File: src/rtl/adder_array_pipe.sv
// Registered multi-lane adder array: add / sub / per-lane accumulate / clear,
// with cmd-based lane selection, valid/ready on both sides and sticky overflow flags.
module adder_array_pipe #(
    parameter int LANES = 4,
    parameter int WIDTH = 32,
    parameter int CMD_W = 5
) (
    input  logic                     clk,
    input  logic                     rst,
    input  logic                     in_valid,
    output logic                     in_ready,
    input  logic [CMD_W-1:0]         cmd,
    input  logic [1:0]               op,
    input  logic [LANES*WIDTH-1:0]   ain,
    input  logic [LANES*WIDTH-1:0]   bin,
    output logic                     out_valid,
    input  logic                     out_ready,
    output logic [LANES*WIDTH-1:0]   dout,
    output logic [LANES-1:0]         overflow,
    output logic [LANES-1:0]         ovf_sticky,
    input  logic                     sticky_clr
);

    localparam logic [1:0] OP_ADD = 2'b00;
    localparam logic [1:0] OP_SUB = 2'b01;
    localparam logic [1:0] OP_ACC = 2'b10;
    localparam logic [1:0] OP_CLR = 2'b11;

    logic                   accept;
    logic [LANES-1:0]       en;
    logic [LANES*WIDTH-1:0] res_d;
    logic [LANES-1:0]       res_o;

    // The rst term keeps the source unblocked while a stalled result is being discarded.
    assign in_ready = rst || !out_valid || out_ready;
    assign accept   = in_valid && in_ready;

    for (genvar i = 0; i < LANES; i++) begin : g_lane
        logic [WIDTH-1:0] a_l;
        logic [WIDTH-1:0] b_l;
        logic [WIDTH:0]   sum;
        logic [WIDTH:0]   diff;
        logic [WIDTH:0]   acc_sum;
        logic [WIDTH-1:0] acc;
        logic [WIDTH-1:0] acc_nx;
        logic [WIDTH-1:0] lane_d;
        logic             lane_o;

        assign a_l     = ain[i*WIDTH +: WIDTH];
        assign b_l     = bin[i*WIDTH +: WIDTH];
        assign en[i]   = (cmd == CMD_W'(i)) || (cmd == CMD_W'(LANES));
        assign sum     = {1'b0, a_l} + {1'b0, b_l};
        // Top bit of the widened difference is the borrow (a < b).
        assign diff    = {1'b0, a_l} - {1'b0, b_l};
        assign acc_sum = {1'b0, acc} + {1'b0, a_l};

        always_comb begin
            lane_d = '0;
            lane_o = 1'b0;
            acc_nx = acc;
            if (en[i]) begin
                unique case (op)
                    OP_ADD: begin
                        lane_d = sum[WIDTH-1:0];
                        lane_o = sum[WIDTH];
                    end
                    OP_SUB: begin
                        lane_d = diff[WIDTH-1:0];
                        lane_o = diff[WIDTH];
                    end
                    OP_ACC: begin
                        acc_nx = acc_sum[WIDTH-1:0];
                        lane_d = acc_sum[WIDTH-1:0];
                        lane_o = acc_sum[WIDTH];
                    end
                    OP_CLR: begin
                        acc_nx = '0;
                    end
                    default: begin
                        acc_nx = acc;
                    end
                endcase
            end
        end

        assign res_d[i*WIDTH +: WIDTH] = lane_d;
        assign res_o[i]                = lane_o;

        always_ff @(posedge clk) begin
            if (rst) begin
                acc <= '0;
            end else if (accept) begin
                acc <= acc_nx;
            end
        end
    end

    always_ff @(posedge clk) begin
        if (rst) begin
            out_valid  <= 1'b0;
            dout       <= '0;
            overflow   <= '0;
            ovf_sticky <= '0;
        end else begin
            if (accept) begin
                out_valid <= 1'b1;
                dout      <= res_d;
                overflow  <= res_o;
            end else if (out_ready) begin
                out_valid <= 1'b0;
            end
            // Set beats clear when both hit the same bit.
            ovf_sticky <= (ovf_sticky & ~{LANES{sticky_clr}}) | (accept ? res_o : '0);
        end
    end

endmodule

File: config.mk
export PLATFORM = sky130hd
export DESIGN_NAME = adder_array_pipe
export DESIGN_NICKNAME = d
export VERILOG_FILES = /design/src/rtl/adder_array_pipe.sv
export SDC_FILE = /design/constraint.sdc
export NUM_CORES = 1
export LEC_CHECK = 0
export CAP_MARGIN = 20
export CORE_MARGIN = 2
export CORE_UTILIZATION = 47
export DETAILED_ROUTE_END_ITERATION = 10
export GPL_ROUTABILITY_DRIVEN = 0
export PLACE_DENSITY = 0.79
export SETUP_SLACK_MARGIN = 0.15
export SLEW_MARGIN = 20
export SYNTH_ARGS = -nofsm -noshare
export SYNTH_HDL_FRONTEND = slang
export SYNTH_SLANG_ARGS = --single-unit
export TNS_END_PERCENT = 20
File: constraint.sdc
create_clock -name clk -period 4.19 [get_ports clk]
set_clock_uncertainty 0.2 [all_clocks]
set_input_delay 0.419 -clock clk [delete_from_list [all_inputs] [get_ports clk]]
set_output_delay 0.419 -clock clk [all_outputs]
set_load 0.02 [all_outputs]
Word-level counts from Yosys, hierarchy flattened:

Index checks and enable logic that the tools add are counted.

* word-level logic and storage cells: 69
* memories kept: 0
* output and inout port bits: 138
* bits in writable memories: 0
* memory bits (read-only): 0
* input bits: 268
* bits in latches: 0
* register bits after elaboration: 265

* bitwise gates (word level): 3
* add/subtract/negate cells: 12
* divide/modulo/power cells: 0
* equal/unequal tests: 7
* magnitude comparators: 0
* reductions and logical operators: 16
* multiplexer cells: 23
* $mul: 0
* shift-type cells: 0

Operators by type and width (count)
* 32-bit case mux with 3 select lines: 4
* 32-bit by 32-bit adder with 33-bit output: 8
* 32-bit case mux with 2 select lines: 4
* 32-bit by 32-bit subtractor with 33-bit output: 4
* 32-bit two-way mux: 4
* 1-bit case mux with 3 select lines: 4
* 3-bit AND reduction: 4
* 5-bit by 2-bit equality test with 1-bit output, second input constant: 2
* 1-bit logical OR: 6
* 1-bit two-way mux: 6
* 5-bit by 1-bit equality test with 1-bit output, second input constant: 1
* 5-bit by 3-bit equality test with 1-bit output, second input constant: 1
* 5-bit zero test: 1
* 4-bit bitwise AND: 1
* 2-bit equality test, second input constant: 2
* 4-bit two-way mux: 1
* 4-bit inverter: 1
* 4-bit bitwise OR: 1
* 2-bit nonzero test: 2
* 2-bit by 1-bit equality test with 1-bit output, second input constant: 1
* 2-bit zero test: 1
* 1-bit logical AND: 1
* 1-bit zero test: 1

Depth between registers and ports, before layout:

* depth after elaboration: 6
* gate-level depth with buffers: 14

Least setup slack after synthesis:

Ideal clock, no wire load.

* path kind: input-to-reg
* start: input port bin[46]
* end: register dout[63]
* path slack: 0.867 ns
* library setup time: 0.116 ns
* required time: 3.874 ns
* buffers on the path: 1
* arrival time: 3.007 ns
* stages on the path: 13
* path through: inv_1 ha_1 buf_6 nor2b_2 or4_4 or3_1 a21o_1 a221oi_2 o311ai_2 a41o_1 nor3_2 o41ai_1 a41o_1

* longest elaborated chain between the ends: 3

RTL lines
* from (decl): RTL line 15 `input logic [LANES*WIDTH-1:0] bin,`
* 32-bit by 32-bit subtractor with 33-bit output or 32-bit by 32-bit adder with 33-bit output (tied branches): RTL line 54, 52
* 32-bit case mux with 3 select lines *: RTL line 62 `unique case (op)`
* 32-bit two-way mux *: RTL line 61 `if (en[i]) begin`
* to (signal assigned): RTL line 107 `dout <= res_d;`
* to (decl): RTL line 18 `output logic [LANES*WIDTH-1:0] dout,`

Mark *: on every way between the ends. The rest lies on a longest branch, timed or not.
A chain may end at the register's enable or synchronous reset.

Worst setup path in the final report:

* start: input port ain[0]
* end: register dout[30]

* longest elaborated chain between the ends: 3

RTL lines
* from (decl): RTL line 14 `input logic [LANES*WIDTH-1:0] ain,`
* 32-bit by 32-bit adder with 33-bit output, or another cell as far along: RTL line 55 `assign acc_sum = {1'b0, acc} + {1'b0, a_l};`
* 32-bit case mux with 3 select lines *: RTL line 62
* 32-bit two-way mux *: RTL line 61

Marked as above.

==> impl_metrics.env <==
export IMPL_swShare=0.355
export IMPL_synth_cell_types=87
export IMPL_port_buffers=405
export IMPL_grt_overflow_total=0
export IMPL_syn_area_per_cell_um2=7.27
export IMPL_clk_latency_ps=550
export IMPL_vias=33400
export IMPL_chipHeight_um=257
export IMPL_leakage_nw=15.7
export IMPL_numCtsBuffers=37
export IMPL_tightestPinTransition_ps=919
export IMPL_start_util=0.475
export IMPL_required_ps=4380
export IMPL_finalSetupViolations=0
export IMPL_status="completed"
export IMPL_p_comb_frac=0.361
export IMPL_regArea_mm2=0.00531
export IMPL_power_density_mw_per_mm2=242
export IMPL_clock_root_buffer="clkbuf_16"
export IMPL_rows=92
export IMPL_dr_pass1_iters=6
export IMPL_fillers=5831
export IMPL_drtAntennaViolNets=0
export IMPL_cts_setup_buffers=0
export IMPL_diodes=0
export IMPL_vdd_drop_max_uv=239
export IMPL_timing_fmax_mhz=263
export IMPL_core_area_mm2=0.0631
export IMPL_syn_to_final_growth_pct=22.0
export IMPL_nNetsFinal=5158
export IMPL_pre_cts_slack_ps=-183
export IMPL_total_power_w=0.00885
export IMPL_grt_pass1_wl_mm=169
export IMPL_first_iter_violations=3127
export IMPL_synth_main_ff_cell="dfxtp_1"
export IMPL_final_cell_mix="455 x nor2_1, 412 x a21oi_1, 402 x clkdlybuf4s50_1, 384 x ha_1, 289 x o21ai_0"
export IMPL_grt_pass1_vias=31500
export IMPL_final_common_cell="nor2_1"
export IMPL_drc=0
export IMPL_ys_warn_count=0
export IMPL_synthArstFlopShare=0
export IMPL_min_period_over_period=0.909
export IMPL_synthCells=4124
export IMPL_clock_path_buffers=3
export IMPL_path_clk_slew_ps=60
export IMPL_wirelength_mm=108
export IMPL_synth_area_mm2=0.0300
export IMPL_dp_hpwl_mm=82.4
export IMPL_critPathKind="in -> reg"
export IMPL_slew_violations=0
export IMPL_hp_class="reg -> reg"
export IMPL_synth_seq_area_share=0.177
export IMPL_syn_num_nets=4788
export IMPL_crit_arrival_ps=4000
export IMPL_layout_min_cycle_time_ps=3810
export IMPL_track_usage=0.312
export IMPL_multiInputGateArea_mm2=0.0228
export IMPL_final_hold_violation_count=0
export IMPL_cts_sinks=265
export IMPL_final_layout_size_suffix_gt1_frac=0.0571
export IMPL_slew_headroom=0.387
export IMPL_synth_edff_count=0
export IMPL_cts_tree="yes"
export IMPL_grt_start_max_net_pins=68
export IMPL_internal_power_w=0.00571
export IMPL_p_switching_w=0.00315
export IMPL_routed_via_density=6.23
export IMPL_cp_end_kind="register"
export IMPL_top_level_ports=406
export IMPL_ys_seq_elements=265
export IMPL_avgRoutedWirePerCell_um=20.2
export IMPL_drv_cap=0
export IMPL_fin_ws_ps=381
export IMPL_htreeDepth=2
export IMPL_clockPowerShare=0.351
export IMPL_crit_fanout=3
export IMPL_rsz0062_at_grt="false"
export IMPL_power_frac_seq=0.288
export IMPL_start_kind="primary input"
export IMPL_die_area_mm2=0.0658
export IMPL_antenna_found_initial=5
export IMPL_dieWidth_um=257
-- metal layers --
layer	share of wire	up-vias	GRT usage
li1	-	15800	-
met1	0.41	15500	0.407
met2	0.44	1773	0.507
met3	0.099	343	0.0557
met4	0.045	10	0.132
met5	0.00053	-	0
-- power by group through the flow --
stage               clock network (W)  logic, W  registers, W
finish                        0.00311   0.00319       0.00255
global route                  0.00324   0.00346       0.00255
CTS                           0.00315   0.00311       0.00255
detailed placement                  0   0.00308       0.00260
global placement                    0   0.00306       0.00260
floorplan                           0   0.00201       0.00261
-- worst max-delay path, cell delays in order --
cell	delay, ps
clkdlybuf4s50_1	500
ha_1	280
fa_1	380
nor3b_1	150
a211o_1	280
a41o_1	330
o2111ai_1	380
o2111ai_1	230
a22oi_1	330
o21ai_0	180
xnor2_1	160
a222oi_1	260
a211oi_1	130
-- final timing paths --
| path | start | endpoint | slack [ps] | depth (start not counted) |
|---|---|---|---|---|
| worst max-delay path | ain[0] | dout[30]$_SDFFE_PP0P_ | 380 | 13 |
| worst min register to register | g_lane[1].acc[21]$_SDFFE_PP0P_ | g_lane[1].acc[21]$_SDFFE_PP0P_ | 250 | 2 |
| worst min-delay path | g_lane[1].acc[21]$_SDFFE_PP0P_ | g_lane[1].acc[21]$_SDFFE_PP0P_ | 250 | 2 |
| worst max register to register | g_lane[0].acc[0]$_SDFFE_PP0P_ | dout[30]$_SDFFE_PP0P_ | 530 | 12 |
-- synth_stat cells, types with 94 or more instances --
| master | count | share of area |
|---|---|---|
| nor3_1 | 94 | 0.016 |
| a21o_1 | 103 | 0.026 |
| dfxtp_1 | 265 | 0.18 |
| xnor2_1 | 171 | 0.050 |
| a22oi_1 | 158 | 0.040 |
| o21ai_0 | 289 | 0.048 |
| clkbuf_1 | 188 | 0.024 |
| nor2_1 | 461 | 0.058 |
| ha_1 | 384 | 0.16 |
| nand2_1 | 273 | 0.034 |
| inv_1 | 280 | 0.035 |
| a21oi_1 | 413 | 0.069 |
-- per-stage QoR --
| stage | utilization | TNS [ps] | cells | cell area, um^2 | hold WS, ps |
|---|---|---|---|---|---|
| after floorplan | - | 0 | 4124 | 30000 | 226 |
| after global placement | 0.561 | -250 | 5300 | 35400 | 234 |
| after detailed placement | 0.561 | -358 | 5300 | 35400 | 244 |
| after CTS | 0.579 | 0 | 5362 | 36600 | 254 |
| after global routing | 0.580 | 0 | 5362 | 36600 | 273 |
| final | 0.580 | 0 | 5362 | 36600 | 251 |
-- registers in the layout (all words and copies together) (netlist names) --
signal,cells
dout,128
g_lane.acc,128
out_valid,1
overflow,4
ovf_sticky,4
-- final cells by class --
cell class	count	share of cell area
Clock inverter	4	0.00133
Sequential cell	265	0.145
Clock buffer	57	0.0304
Timing Repair Buffer	557	0.143
Multi-Input combinational cell	3353	0.623
Inverter	280	0.0288
Tap cell	846	0.0290
-- logic make-up after synthesis --
group,Yosys count,synth area share
multiplexers,29,0.00968
buffers and inverters,506,0.0655
XOR/XNOR,231,0.0675
AND/OR/NAND/NOR,1172,0.179
AO/OA/AOI/OAI,1525,0.333
flip-flops,265,0.177
adder cells (fa/ha/maj),396,0.168
-- repair_timing --
action	in CTS	in global routing
hold endpoints to repair	10	0
setup endpoints to repair	0	1
hold buffers	1	0
resized for setup	0	1
Power figures use the tool's default switching activity.
